File: config.mk
export PLATFORM = sky130hd
export DESIGN_NAME = edge_detector
export DESIGN_NICKNAME = d
export VERILOG_FILES = /design/src/rtl/uart_pkg.sv /design/src/rtl/bit_synchronizer.sv /design/src/rtl/edge_detector.sv
export SDC_FILE = /design/constraint.sdc
export NUM_CORES = 1
export LEC_CHECK = 0
export CORE_AREA = 3 3 40 42
export CTS_CLUSTER_SIZE = 40
export DETAILED_ROUTE_END_ITERATION = 7
export DIE_AREA = 0 0 43 45
export PLACE_DENSITY = 0.32
export SETUP_SLACK_MARGIN = 0.3
export SYNTH_ARGS = -nofsm -noshare
export SYNTH_HDL_FRONTEND = slang
export SYNTH_SLANG_ARGS = --single-unit
File: constraint.sdc
create_clock -name clk -period 1.45 [get_ports clk]
set_input_delay 0.3625 -clock clk [delete_from_list [all_inputs] [get_ports clk]]
set_output_delay 0.3625 -clock clk [all_outputs]
set_load 0.005 [all_outputs]
File: src/rtl/uart_pkg.sv
// Shared types and defaults for the UART front-end blocks.
package uart_pkg;

  // Which accepted transitions drive pulse_out.
  typedef enum logic [1:0] {
    EDGE_RISE,
    EDGE_FALL,
    EDGE_BOTH
  } edge_mode_e;

  localparam int unsigned DEFAULT_SYNC_STAGES = 2;

  // Wide enough for the largest filter length (15).
  localparam int unsigned FILTER_CNT_W = 4;

endpackage

File: src/rtl/bit_synchronizer.sv
// Generic flop-chain synchroniser for a single asynchronous bit.
module bit_synchronizer #(
  parameter int unsigned SYNC_STAGES = 2,
  parameter logic        RESET_LEVEL = 1'b0
) (
  input  logic clk,
  input  logic rst,
  input  logic d,
  output logic q
);

  logic [SYNC_STAGES-1:0] s;

  // Shift the async level through the chain; only the last stage is read.
  always_ff @(posedge clk or posedge rst) begin
    if (rst) begin
      s <= {SYNC_STAGES{RESET_LEVEL}};
    end else begin
      s <= {s[SYNC_STAGES-2:0], d};
    end
  end

  assign q = s[SYNC_STAGES-1];

endmodule

File: src/rtl/edge_detector.sv
// Synchronises an async level, optionally glitch-filters it, and emits
// single-cycle pulses on accepted rising/falling transitions.
module edge_detector
  import uart_pkg::*;
#(
  parameter int unsigned SYNC_STAGES = DEFAULT_SYNC_STAGES,
  parameter int unsigned FILTER_LEN  = 0,
  parameter edge_mode_e  EDGE_MODE   = EDGE_BOTH,
  parameter logic        RESET_LEVEL = 1'b0
) (
  input  logic clk,
  input  logic rst,
  input  logic data_in,
  output logic data_sync,
  output logic rise_out,
  output logic fall_out,
  output logic pulse_out
);

  logic raw;
  logic level;
  logic prev_q;
  logic rise_d;
  logic fall_d;
  logic pulse_d;

  bit_synchronizer #(
    .SYNC_STAGES (SYNC_STAGES),
    .RESET_LEVEL (RESET_LEVEL)
  ) u_sync (
    .clk (clk),
    .rst (rst),
    .d   (data_in),
    .q   (raw)
  );

  if (FILTER_LEN == 0) begin : g_no_filter
    assign level = raw;
  end else begin : g_filter
    logic [FILTER_CNT_W-1:0] cnt_q;
    logic                    level_q;

    // Adopt raw only after it has differed from level for FILTER_LEN cycles in a row.
    always_ff @(posedge clk or posedge rst) begin
      if (rst) begin
        cnt_q   <= '0;
        level_q <= RESET_LEVEL;
      end else if (raw == level_q) begin
        cnt_q <= '0;
      end else if (cnt_q == FILTER_CNT_W'(FILTER_LEN - 1)) begin
        level_q <= raw;
        cnt_q   <= '0;
      end else begin
        cnt_q <= cnt_q + FILTER_CNT_W'(1);
      end
    end

    assign level = level_q;
  end

  // Edge decode and mode selection feeding the output registers.
  always_comb begin
    rise_d  = level & ~prev_q;
    fall_d  = ~level & prev_q;
    pulse_d = rise_d | fall_d;
    case (EDGE_MODE)
      EDGE_RISE: pulse_d = rise_d;
      EDGE_FALL: pulse_d = fall_d;
      default:   pulse_d = rise_d | fall_d;
    endcase
  end

  // Registered edge stage; prev resets to RESET_LEVEL so reset release never pulses.
  always_ff @(posedge clk or posedge rst) begin
    if (rst) begin
      prev_q    <= RESET_LEVEL;
      rise_out  <= 1'b0;
      fall_out  <= 1'b0;
      pulse_out <= 1'b0;
    end else begin
      prev_q    <= level;
      rise_out  <= rise_d;
      fall_out  <= fall_d;
      pulse_out <= pulse_d;
    end
  end

  assign data_sync = level;

endmodule

==> impl_metrics.toml <==
[run_status]
outcome = "completed"

[yosys]
syn_inst = 12
syn_area_um2 = 190.2
ys_ff_latch = 6
synth_area_leader_cell = "dfrtp_1"
synth_top_family_by_area = "adder cells"
muxShareOfSynthArea_pct = 0
synth_fp_nets = 17
synth_simple_gate_area_share_pct = 0
netlist.area_leader.share_pct = 78.95
avgSynthCellArea_um2 = 15.85
synthAdderAreaFrac_pct = 13.16
synth_cell_type_count = 3
post_synth_xor_area_fraction_pct = 0
yosys-top-cells-area = "dfrtp_1, ha_1, inv_1"
synth_warnings = 0
synth-compound-area-share_pct = 0
yosysSeqAreaShare_pct = 78.95

[floorplanning]
placementRows = 13
start_util_pct = 14.80
die_y_um = 45
dieWidth_um = 43
num_io_pins = 7
dieArea_um2 = 1935
core_um2 = 1285

[final_layout]
fin_util_pct = 21.71
regArea_um2 = 150.1
diodes = 0
multi_input_area_um2 = 25.02
final_nets = 29
syn2layout_area_growth_pct = 46.71
mostFrequentLayoutCell = "dfrtp_1"
drive_above_1_share_pct = 36.36
nFillCells = 144
most-common-layout-cells = "dfrtp_1, inv_1, buf_2"

[grt]
grt_use_met2_pct = 5.389
grtUsageMet3_pct = 7.570
busiest_layer = "met3"
grt_usage_pct = 5.276
grt_pass1_wl_um = 607
overflow = 0
first_global_vias = 126
grtUsageMet1_pct = 4.902
antenna_found_initial = 0
grt_max_degree = 7

[critical_path]
slowest_delay_ps = 370
path_buf_inv = 1
reg2regPathDepth = 4
cp.arrival_ps = 740
cp_slowest_cell = "dfrtp_1"
cp_top_family = "flip-flops"
startpoint_type = "register"
critical_path_class = "reg2out"
critPathLaunch = "u_sync.s[1]"
cp.required_ps = 1090
path_max_fanout = 2
r2r_start = "u_sync.s[1]"
r2r_end = "pulse_out"
reg2reg_setup_slack_ps = 550
worst_setup_path_end_kind = "output port"
crit_chain = "buf_2"

[clocking]
clockBufferDepth = 2
cts_tree = "done"
root_buffer = "clkbuf_4"
cts.sinks = 6
cts_hold_buffers = 0
cts_max_level = 1
numCtsBuffers = 3
worstSkewPairLatency_ps = 250
clkTransAtPathRegs_ps = 50

[sta]
finalHoldViolCount = 0
tightest_slew_ps = 235.9
clock_skew_ps = 3.297
setup_viol = 0
rsz0062_at_grt = "true"
fin_crit_ps = 1101
fin_tns_setup_ps = 0
fmax_mhz = 908.5
final-max-slew-violation-count = 0
min_period_over_period_pct = 75.91
max_slew_margin_pct = 84.25

[power_and_ir_drop]
ir_drop_v = 0.0005104
p_clk_share_pct = 43.4
powerDensity_nw_per_um2 = 1300
switching_share_pct = 21.43
p_int_mw = 0.2851
p_seq_share_pct = 49.7
p_sw_mw = 0.07774
leakagePower_nw = 0.1532
combPwrFrac_pct = 6.8

[min_path]
hold_class = "in2async"

[routing]
routed_via_density = 3.000
ant_nets = 0
wl_per_cell_um = 8.622
drc = 0
vias = 111
drt_iter0_drc = 1
routed_wirelength_um = 319
drt-pass1-iter-count = 2

[placed_design]
gp_congestion = 0.5548
port_buffers = 6

[job]
drv_cap = 0
[final cells by class]
| cell class | instances | share of cell area [%] |
|---|---|---|
| inverters | 4 | 5.381 |
| multi-input cells | 2 | 8.969 |
| repair buffers | 7 | 17.04 |
| well taps | 15 | 6.726 |
| flip-flops and latches | 6 | 53.81 |
| clock buffers | 3 | 8.072 |
[stage by stage]
step / area (µm²) / std cells / hold slack (ps) / power, mW / setup slack [ps]
floorplan: 190.2 / 12 / 153.5 / 0.1915 / 628.1
global placement: 269.0 / 33 / 335.3 / 0.2137 / 218.2
detailed placement: 269.0 / 33 / 334.7 / 0.2140 / 195.9
CTS: 279.0 / 37 / 332.2 / 0.3746 / 331.8
global route: 279.0 / 37 / 350.8 / 0.3913 / 294.7
finish: 279.0 / 37 / 328.5 / 0.3628 / 349.3
[worst max-delay path by stage]
stage,endpoint,slack (ps),cells after the start
after global routing,data_sync,290,1
after global placement,data_sync,220,1
after CTS,data_sync,330,1
after detailed placement,data_sync,200,1
after floorplan,pulse_out,630,3
final,data_sync,350,1
[cell families (layout without fill, tap and decap cells)]
group | after synthesis | count (layout)
buf+inv | 4 | 14
fa+ha+maj | 2 | 2
flops | 6 | 6
[synth_stat cells]
cell     n
ha_1     2
inv_1    4
dfrtp_1  6
[what timing repair did]
item,4_1_cts,5_1_grt
setup buffers,1,0
pin swaps,0,0
endpoints found under the setup margin,4,1
gates resized for setup,16,0
[flip-flops by register name, summed over array words and instances (netlist names)]
name,count
u_sync.s,2
pulse_out,1
prev_q,1
rise_out,1
fall_out,1
[layer usage]
metal | wire length (µm) | up-vias
li1 | - | 54
met1 | 125 | 45
met2 | 121 | 10
met3 | 65 | 2
met4 | 6 | 0
met5 | 0 | -
[power groups by stage]
stage	Sequential [mW]	Clock (mW)	Combinational [mW]
CTS	0.180	0.168	0.0260
floorplan	0.185	0	0.00661
global placement	0.184	0	0.0296
finish	0.180	0.158	0.0248
detailed placement	0.184	0	0.0298
global route	0.181	0.180	0.0299
(Power assumes the default switching activity.)
